## src/rtl/wb_frame_reader_if.sv

```systemverilog
// Wishbone B4 pipelined/classic bus bundle shared by the frame reader and its slave.
// Latency: none, wires only.
// Backpressure: carried by ack; the master waits for it on every beat.
//
// Signals: cyc/stb/we/adr/sel/cti/bte are driven by the master; dat_sm/ack are
// driven by the slave (dat_sm = slave-to-master read data).
interface wshb_if;
  logic        cyc;
  logic        stb;
  logic        we;
  logic [31:0] adr;
  logic [3:0]  sel;
  logic [2:0]  cti;
  logic [1:0]  bte;
  logic [31:0] dat_sm;
  logic        ack;

  modport master (
    output cyc, stb, we, adr, sel, cti, bte,
    input  dat_sm, ack
  );

  modport slave (
    input  cyc, stb, we, adr, sel, cti, bte,
    output dat_sm, ack
  );
endinterface

```

## src/rtl/wb_frame_reader.sv

```systemverilog
// Reads a frame of NWORDS 32-bit words from Wishbone memory in bursts, repeating forever, into a FWFT FIFO.
// Latency: a word is visible on dout the cycle after its ack (registered FIFO write).
// Backpressure: a burst only starts when the FIFO can absorb BURST_LEN more words; dready stalls the FIFO head.
//
// Ports:
//   clk, rst      single clock; asynchronous active-high reset
//   wb_m          Wishbone master (read only: we=0, sel=F, bte=00)
//   enable        high: keep reading frames; sampled only between bursts
//   dout/dvalid   FIFO head (first-word-fall-through), dout=0 while empty
//   dready        consumer pops dout when dvalid&dready
//   frame_done    one-cycle pulse when the last word of a frame lands in the FIFO
//   fifo_level    current FIFO occupancy
//
// Build option: define WB_FRAME_READER_BURST_EN for incrementing bursts
// (cti=010 ... 111, stb held high). Without it every word is a classic cycle
// (cti=000) and stb drops for one cycle after each ack; cyc stays high for the
// whole group of up to BURST_LEN words either way.
module wb_frame_reader #(
  parameter logic [31:0] BASE_ADR   = 32'h0,
  parameter int          NWORDS     = 2048,
  parameter int          BURST_LEN  = 8,
  parameter int          FIFO_DEPTH = 16
) (
  input  logic                          clk,
  input  logic                          rst,
  wshb_if.master                        wb_m,
  input  logic                          enable,
  output logic [31:0]                   dout,
  output logic                          dvalid,
  input  logic                          dready,
  output logic                          frame_done,
  output logic [$clog2(FIFO_DEPTH):0]   fifo_level
);

  localparam int LW = $clog2(FIFO_DEPTH);
  localparam int IW = $clog2(NWORDS);
  localparam int BW = $clog2(BURST_LEN) + 1;

  localparam logic [1:0] S_IDLE   = 2'd0;
  localparam logic [1:0] S_BUS    = 2'd1;
  localparam logic [1:0] S_ENDCYC = 2'd2;

  // ---------------------------------------------------------------------------
  // State
  // ---------------------------------------------------------------------------
  logic [1:0]    state_q, state_d;
  logic [31:0]   adr_q, adr_d;
  logic [IW-1:0] widx_q, widx_d;       // word index within the frame
  logic [BW-1:0] beats_q, beats_d;     // beats still to be acked in this burst
  logic          stb_q, stb_d;
  logic          frame_done_q, frame_done_d;

  logic [31:0]   mem [FIFO_DEPTH];
  logic [LW-1:0] wr_ptr_q, rd_ptr_q;
  logic [LW:0]   level_q, level_d;

  // ---------------------------------------------------------------------------
  // Datapath helpers
  // ---------------------------------------------------------------------------
  logic          ack_ok;
  logic          push;
  logic          pop;
  logic          last_word;
  logic [IW:0]   words_rem;
  logic [BW-1:0] burst_len_w;
  logic [BW-1:0] inflight;
  logic [LW+1:0] space_w;
  logic          start_ok;

  // ack only counts while we are actually strobing a beat; stray acks are dropped
  assign ack_ok    = (state_q == S_BUS) && stb_q && wb_m.ack;
  assign push      = ack_ok;
  assign pop       = dvalid && dready;
  assign last_word = (widx_q == IW'(NWORDS - 1));

  // The final burst of a frame is shortened so it never runs past the frame end
  assign words_rem   = (IW+1)'(NWORDS) - {1'b0, widx_q};
  assign burst_len_w = (words_rem < (IW+1)'(BURST_LEN)) ? BW'(words_rem) : BW'(BURST_LEN);

  // Free space counts beats already promised to the bus. Always the full
  // BURST_LEN is reserved, even for a shortened last burst.
  assign inflight = (state_q == S_BUS) ? beats_q : '0;
  assign space_w  = (LW+2)'(FIFO_DEPTH) - {1'b0, level_q} - (LW+2)'(inflight);
  assign start_ok = enable && (space_w >= (LW+2)'(BURST_LEN));

  // ---------------------------------------------------------------------------
  // Bus FSM next state
  // ---------------------------------------------------------------------------
  always_comb begin
    state_d      = state_q;
    adr_d        = adr_q;
    widx_d       = widx_q;
    beats_d      = beats_q;
    stb_d        = stb_q;
    frame_done_d = 1'b0;

    case (state_q)
      S_IDLE: begin
        if (start_ok) begin
          state_d = S_BUS;
          beats_d = burst_len_w;
          stb_d   = 1'b1;
        end
      end

      S_BUS: begin
        if (ack_ok) begin
          // Address wraps to the frame start after the last word
          adr_d        = last_word ? BASE_ADR : adr_q + 32'd4;
          widx_d       = last_word ? '0 : widx_q + IW'(1);
          frame_done_d = last_word;
          beats_d      = beats_q - BW'(1);
          if (beats_q == BW'(1)) begin
            state_d = S_ENDCYC;
            stb_d   = 1'b0;
          end else begin
`ifdef WB_FRAME_READER_BURST_EN
            stb_d = 1'b1;
`else
            // classic cycle: one idle strobe cycle between words
            stb_d = 1'b0;
`endif
          end
        end else if (!stb_q) begin
          stb_d = 1'b1;
        end
      end

      S_ENDCYC: begin
        state_d = S_IDLE;
      end

      default: begin
        state_d = S_IDLE;
        stb_d   = 1'b0;
      end
    endcase
  end

  always_ff @(posedge clk or posedge rst) begin
    if (rst) begin
      state_q      <= S_IDLE;
      adr_q        <= BASE_ADR;
      widx_q       <= '0;
      beats_q      <= '0;
      stb_q        <= 1'b0;
      frame_done_q <= 1'b0;
    end else begin
      state_q      <= state_d;
      adr_q        <= adr_d;
      widx_q       <= widx_d;
      beats_q      <= beats_d;
      stb_q        <= stb_d;
      frame_done_q <= frame_done_d;
    end
  end

  // ---------------------------------------------------------------------------
  // FWFT FIFO
  // ---------------------------------------------------------------------------
  always_comb begin
    level_d = level_q;
    case ({push, pop})
      2'b10:   level_d = level_q + (LW+1)'(1);
      2'b01:   level_d = level_q - (LW+1)'(1);
      default: level_d = level_q;
    endcase
  end

  always_ff @(posedge clk or posedge rst) begin
    if (rst) begin
      wr_ptr_q <= '0;
      rd_ptr_q <= '0;
      level_q  <= '0;
    end else begin
      if (push) wr_ptr_q <= wr_ptr_q + LW'(1);
      if (pop)  rd_ptr_q <= rd_ptr_q + LW'(1);
      level_q <= level_d;
    end
  end

  // Storage needs no reset: the level counter says what is valid
  always_ff @(posedge clk) begin
    if (push) mem[wr_ptr_q] <= wb_m.dat_sm;
  end

  // ---------------------------------------------------------------------------
  // Outputs
  // ---------------------------------------------------------------------------
  assign dvalid     = (level_q != '0);
  assign dout       = dvalid ? mem[rd_ptr_q] : 32'h0;
  assign fifo_level = level_q;
  assign frame_done = frame_done_q;

  assign wb_m.cyc = (state_q == S_BUS);
  assign wb_m.stb = stb_q && (state_q == S_BUS);
  assign wb_m.we  = 1'b0;
  assign wb_m.sel = 4'hF;
  assign wb_m.bte = 2'b00;
  assign wb_m.adr = adr_q;
`ifdef WB_FRAME_READER_BURST_EN
  assign wb_m.cti = (state_q != S_BUS)  ? 3'b000 :
                    (beats_q == BW'(1)) ? 3'b111 : 3'b010;
`else
  assign wb_m.cti = 3'b000;
`endif

endmodule
```

## src/flat_wrapper.sv

```systemverilog
// flat-port wrapper written by rule: the top's interface ports become plain ports
module wb_frame_reader_flat 
#(
  parameter logic [31:0] BASE_ADR   = 32'h0,
  parameter int          NWORDS     = 2048,
  parameter int          BURST_LEN  = 8,
  parameter int          FIFO_DEPTH = 16
)
  (clk, rst, enable, dout, dvalid, dready, frame_done, fifo_level, wb_m_cyc, wb_m_stb, wb_m_we, wb_m_adr, wb_m_sel, wb_m_cti, wb_m_bte, wb_m_dat_sm, wb_m_ack);
  wshb_if wb_m_i ();
  input  logic clk;
  input  logic rst;
  input  logic enable;
  output logic [31:0] dout;
  output logic dvalid;
  input  logic dready;
  output logic frame_done;
  output logic [$clog2(FIFO_DEPTH):0] fifo_level;
  output wire logic [$bits(wb_m_i.cyc)-1:0] wb_m_cyc;
  output wire logic [$bits(wb_m_i.stb)-1:0] wb_m_stb;
  output wire logic [$bits(wb_m_i.we)-1:0] wb_m_we;
  output wire logic [$bits(wb_m_i.adr)-1:0] wb_m_adr;
  output wire logic [$bits(wb_m_i.sel)-1:0] wb_m_sel;
  output wire logic [$bits(wb_m_i.cti)-1:0] wb_m_cti;
  output wire logic [$bits(wb_m_i.bte)-1:0] wb_m_bte;
  input wire logic [$bits(wb_m_i.dat_sm)-1:0] wb_m_dat_sm;
  input wire logic [$bits(wb_m_i.ack)-1:0] wb_m_ack;
  assign wb_m_cyc = wb_m_i.cyc;
  assign wb_m_stb = wb_m_i.stb;
  assign wb_m_we = wb_m_i.we;
  assign wb_m_adr = wb_m_i.adr;
  assign wb_m_sel = wb_m_i.sel;
  assign wb_m_cti = wb_m_i.cti;
  assign wb_m_bte = wb_m_i.bte;
  assign wb_m_i.dat_sm = wb_m_dat_sm;
  assign wb_m_i.ack = wb_m_ack;
  wb_frame_reader #(.BASE_ADR(BASE_ADR), .NWORDS(NWORDS), .BURST_LEN(BURST_LEN), .FIFO_DEPTH(FIFO_DEPTH)) u_core (.clk(clk), .rst(rst), .wb_m(wb_m_i), .enable(enable), .dout(dout), .dvalid(dvalid), .dready(dready), .frame_done(frame_done), .fifo_level(fifo_level));
endmodule
```

## config.mk

```make
export PLATFORM = sky130hd
export DESIGN_NAME = wb_frame_reader_flat
export DESIGN_NICKNAME = d
export VERILOG_FILES = /design/src/rtl/wb_frame_reader_if.sv /design/src/rtl/wb_frame_reader.sv /design/src/flat_wrapper.sv
export SDC_FILE = /design/constraint.sdc
export NUM_CORES = 1
export LEC_CHECK = 0
export ABC_CLOCK_PERIOD_IN_PS = 13800
export CAP_MARGIN = 20
export CORE_MARGIN = 4
export CORE_UTILIZATION = 35
export CTS_BUF_LIST = sky130_fd_sc_hd__clkbuf_8
export DETAILED_ROUTE_END_ITERATION = 16
export PLACE_DENSITY_LB_ADDON = 0.12
export SETUP_SLACK_MARGIN = 0.3
export SYNTH_ARGS = -nofsm -noshare
export SYNTH_HDL_FRONTEND = slang
export SYNTH_SLANG_ARGS = --single-unit
```

## constraint.sdc

```tcl
create_clock -name clk -period 13.8 [get_ports clk]
set_input_delay 2.76 -clock clk [delete_from_list [all_inputs] [get_ports clk]]
set_output_delay 2.76 -clock clk [all_outputs]
set_load 0.02 [all_outputs]
```

### Word level (Yosys, flattened, before mapping)

Memories as Yosys holds them, arrays and structs flattened.
Index checks and enable logic that the tools add are counted.

| storage, ports and cells | value |
|---|---|
| register bits | 64 |
| memory bits (writable) | 512 |
| input port bits | 37 |
| output and inout port bits | 83 |
| word-level logic and storage cells | 64 |
| memories | 1 |

Memory list:

| memory | words | bits a word | rd ports | clocked after Yosys merged registers in | write ports | RTL line | source |
|---|---|---|---|---|---|---|---|
| u_core.mem | 16 | 32 | 1 | 0 | 1 | wb_frame_reader.sv:53 | `logic [31:0] mem [FIFO_DEPTH];` |

| operators by class | value |
|---|---|
| add/subtract/negate cells | 10 |
| magnitude comparators | 2 |
| equality and inequality tests | 9 |
| muxes and demuxes | 20 |
| bitwise operators | 1 |
| reductions and logical operators | 12 |

Operator list:

| kind | count |
|---|---|
| $mux W32 | 2 |
| $add A32 B3 Y32 const B | 1 |
| $mux W4 | 4 |
| $lt A12 B4 Y1 const B | 1 |
| $sub A12 B11 Y12 const A | 1 |
| $add A11 B1 Y11 const B | 1 |
| $eq A11 B11 Y1 const B | 1 |
| $mux W11 | 1 |
| $pmux W5 S2 | 1 |
| $add A4 B1 Y4 const B | 2 |
| $pmux W4 S2 | 1 |
| $ge A6 B4 Y1 const B | 1 |
| $mux W1 | 6 |
| $mux W2 | 3 |
| $ne A2 B1 Y1 const B | 3 |
| $reduce_and A3 Y1 | 2 |
| $sub A5 B5 Y6 const A | 1 |
| $sub A6 B4 Y6 | 1 |
| $add A5 B1 Y5 const B | 1 |
| $reduce_bool A5 Y1 | 1 |
| $sub A5 B1 Y5 const B | 1 |
| $eq A2 B1 Y1 const B | 2 |
| $eq A2 B2 Y1 const B | 2 |
| $eq A4 B1 Y1 const B | 1 |
| other kinds (8) | 13 |

### Depth between registers and ports, before layout

| logic depth | value |
|---|---|
| depth after elaboration | 7 |
| gate-level depth with buffers | 13 |
| gate-level depth less buffers | 12 |

### Worst setup path after synthesis

OpenSTA, ideal clock, no wires.

| timing | value |
|---|---|
| path kind | input-to-reg |
| start | in wb_m_ack |
| end | mem u_core.mem[3][0], enable pin |
| setup time | 501 ps |
| arrival | 6,438 ps |
| data required time | 13,299 ps |
| path slack | 6,861 ps |
| stages on the path | 5 |
| path buffers | 2 |
| path through | and4b_1 buf_2 inv_2 clkbuf_1 nor4_1 |

| on the way | value |
|---|---|
| word-level cells in the longest chain between the ends | 3 |

Ends and longest elaborated chain:

| what | RTL line | source |
|---|---|---|
| start, declared | flat_wrapper.sv:27 | `input wire logic [$bits(wb_m_i.ack)-1:0] wb_m_ack;` |
| $logic_and A1 B1 Y1 | wb_frame_reader.sv:71 | `assign ack_ok = (state_q == S_BUS) && stb_q && wb_m.ack;` |
| $mux W1 | wb_frame_reader.sv:184 | `if (push) mem[wr_ptr_q] <= wb_m.dat_sm;` |
| $mux W1 (not written as such) | wb_frame_reader.sv:184 |  |
| end, declared | wb_frame_reader.sv:53 |  |

Every way passes these cells.

### Worst setup path after layout

| timing | value |
|---|---|
| start | reg u_core.rd_ptr_q[0] |
| end | out dout[21] |

| on the way | value |
|---|---|
| word-level cells in the longest chain between the ends | 2 |

Ends and longest elaborated chain:

| what | RTL line | source |
|---|---|---|
| start, declared | wb_frame_reader.sv:54 | `logic [LW-1:0] wr_ptr_q, rd_ptr_q;` |
| start signal, assigned | wb_frame_reader.sv:177 | `if (pop) rd_ptr_q <= rd_ptr_q + LW'(1);` |
| $mem_v2 Z16 W32 | - |  |
| $mux W32 | wb_frame_reader.sv:191 | `assign dout = dvalid ? mem[rd_ptr_q] : 32'h0;` |
| end, declared | flat_wrapper.sv:14 | `output logic [31:0] dout;` |

Every way passes these cells.

==> run_results.csv <==
group,metric,value,unit
place,gp_congestion,0.718,
finish,final_cell_mix,"edfxtp_1 (512), mux4_2 (160), clkdlybuf4s50_1 (107), clkbuf_8 (101), inv_1 (70)",
place,port_buffers,107,
setup_path,worstPathArrival,4.26,ns
run_status,status,"finished clean",
finish,fin_nets,1392,
synthesis,synth_compound_area_share,1.05,%
routing,drc,0,
synthesis,synthAdderAreaFrac,1.37,%
finish,syn_to_final_growth,17.4,%
synthesis,synthArstFlopShare,10.8,%
sta,hold_viol_final,0,
die,die_w,264,um
global_routing,grt_pass1_wl,82300,um
global_routing,track_usage,15.7,%
clock_tree,post_cts_resized,0,
die,die_area,69900,um2
clock_tree,clkSlewWorstSetupHoldPaths,0.06,ns
setup_path,worstSetupPathType,"flip-flop to output pin",
sta,maxSlewHeadroom,38.1,%
finish,drive_above_1_share,23.5,%
synthesis,synthMuxAreaShare,15.9,%
sta,period_share,50.9,%
place,dp_hpwl,29500,um
setup_path,cp_max_fo,90,
die,initial_utilization,35.5,%
die,die_h,264,um
setup_path,cp-end-kind,"output pin",
sta,finalHoldWorstSlack,0.482,ns
setup_path,start_kind,"flip-flop",
pwr,power_density,197,nW/um2
sta,fin_skew,0.0239,ns
die,coreArea,64800,um2
synthesis,syn-cell-area,23000,um2
clock_tree,clkSinkCount,574,
clock_tree,cts_buffers,98,
clock_tree,cts_tree,"done",
global_routing,top_usage_layer,"met2",
synthesis,yosys.area_share.simple,4.54,%
global_routing,use_met2,25.6,%
synthesis,synth_top_family_by_area,"multiplexers",
global_routing,overflow,0,
clock_tree,clk_path_buf_depth,3,
setup_path,crit_chain,"buf_12, mux4_2, mux4_2, nor2b_1, clkdlybuf4s50_1",
setup_path,crit_required,11.04,ns
setup_path,crit_top_cell,"mux4_2",
synthesis,postSynthAreaPerCell,20.0,um2
synthesis,ys_ff_latch,574,
routing,wl,54900,um
finish,fillerInstances,5732,
clock_tree,clock-root-buffer,"clkbuf_8",
sta,worst_pin_slew,0.924,ns
routing,via_count,11400,
synthesis,synth_edf_count,512,
finish,final_common_cell,"edfxtp_1",
routing,ant_nets,0,
sta,rsz0062_at_grt,"false",
global_routing,grt_max_degree,91,
global_routing,globalRouteMet1Util,21.6,%
sta,fin_crit,7.02,ns
sta,setup_viol,0,
synthesis,synth-xor-area-share,1.64,%
die,num_io_pins,120,
synthesis,syn_inst,1148,
global_routing,grt_use_met3,3.63,%
sta,finalSetupTns,0,ns
synthesis,seq_area_frac_synth,73.6,%
clock_tree,ctsHoldBuffers,0,
setup_path,slowest_delay,0.98,ns
synthesis,yosys_warnings,0,
routing,wire_per_inst,24.2,um
clock_tree,clock_latency,0.67,ns
synthesis,yosysUniqueCellTypes,49,
synthesis,ys.flop_type,"edfxtp_1",
run,max_cap_viol_count,0,
setup_path,critPathSlowestCell,"dfrtp_4",
routing,via_per_inst,5.04,
min_path,hp-class,"flip-flop to flip-flop",
clock_tree,cts_setup_buffers,0,
routing,drt-initial-drc-count,750,
pwr,leakagePower,8.96,nW
routing,first_pass_iters,5,
pwr,ir_drop,128,uV
global_routing,grt_antenna_before_repair,6,
global_routing,first_global_vias,12300,
sta,max_freq,142,MHz
sta,final_max_slew_viol_count,0,
die,rows,93,
clock_tree,h-tree-depth,3,
-- final cells by class --
type / count / area (um2) / area share [%]
sequential: 574 / 16900 / 62.7
multi-input combinational: 484 / 5760 / 21.3
clock buffer: 101 / 1390 / 5.15
timing repair buffer: 139 / 1340 / 4.97
tap: 855 / 1070 / 3.96
clock inverter: 80 / 370 / 1.37
inverter: 34 / 128 / 0.472
antenna: 5 / 12.5 / 0.0463
-- Yosys cell counts (12+ instances only) --
cell type | n | area share (%)
edfxtp_1 | 512 | 67
mux4_2 | 160 | 16
dfrtp_1 | 62 | 6.7
nor2_1 | 44 | 0.72
nand2_1 | 37 | 0.60
clkbuf_1 | 36 | 0.59
nor2b_1 | 35 | 0.95
inv_1 | 33 | 0.54
xnor2_1 | 26 | 0.99
ha_1 | 22 | 1.2
xor2_1 | 17 | 0.65
nand3_1 | 15 | 0.33
nand4_1 | 14 | 0.38
nor3_1 | 14 | 0.30
o21ai_0 | 14 | 0.30
buf_2 | 12 | 0.26
buf_4 | 12 | 0.39
nor4_1 | 12 | 0.33
-- per-stage QoR --
step | util, % | cells | cell area (um2) | worst slack, ns | power [mW]
floorplan | - | 1158 | 23000 | 6.86 | 3.36
global placement | 38.9 | 2085 | 25200 | 7.30 | 4.01
detailed placement | 38.9 | 2085 | 25200 | 7.33 | 4.02
CTS | 41.6 | 2266 | 27000 | 6.57 | 5.43
global route | 41.7 | 2270 | 27000 | 6.39 | 5.62
finish | 41.7 | 2272 | 27000 | 6.78 | 5.32
-- critical path, delay by kind of cell (launching register included) --
| kind | cells | cell delay (ns) |
|---|---|---|
| flip-flops | 1 | 0.98 |
| AND/OR/NAND/NOR | 1 | 0.15 |
| buffers and inverters | 2 | 1.28 |
| multiplexers | 2 | 1.05 |
-- cells by family after synthesis --
group,count (synthesis)
xor+xnor,43
buf+inv,100
simple gates,201
mux,165
fa+ha+maj,24
compound gates,39
flops,574
other cells,2
-- power by group --
part           total, mW  switching, mW  internal (mW)  leakage (nW)
registers           2.23          0.175           2.05          5.41
clock network       1.39          0.675          0.713          1.04
logic               1.70          0.831          0.874          2.52
-- layer usage --
layer / wire [um] / share of wire (%)
met2: 26800 / 49
met4: 1040 / 1.9
met3: 2860 / 5.2
met1: 24200 / 44
met5: 10 / 0.018
-- final timing paths --
| check | from | end | slack (ns) | depth (start not counted) |
|---|---|---|---|---|
| worst max-delay path | u_core.rd_ptr_q[0] | dout[21] | 6.78 | 5 |
| worst min-delay path | u_core.widx_q[10] | u_core.widx_q[10] | 0.48 | 1 |
| worst max register to register | u_core.fifo_level[0] | u_core.fifo_level[4] | 10.25 | 11 |
| worst min register to register | u_core.widx_q[10] | u_core.widx_q[10] | 0.48 | 1 |
| max in group asynchronous | rst | u_core.rd_ptr_q[1] | 10.50 | 3 |
| min in group asynchronous | rst | u_core.wb_m.adr[27] | 2.66 | 3 |
-- registers in the layout (all words and copies together), names as in the netlist --
| signal | cells |
|---|---|
| u_core.widx_q | 11 |
| u_core.rd_ptr_q | 4 |
| u_core.frame_done | 1 |
| u_core.mem | 512 |
| u_core.wr_ptr_q | 4 |
| u_core.wb_m.adr | 30 |
| u_core.state_q | 2 |
| u_core.stb_q | 1 |
| u_core.fifo_level | 5 |
| u_core.beats_q | 4 |
Note: power is estimated with default switching activity, not from simulation.
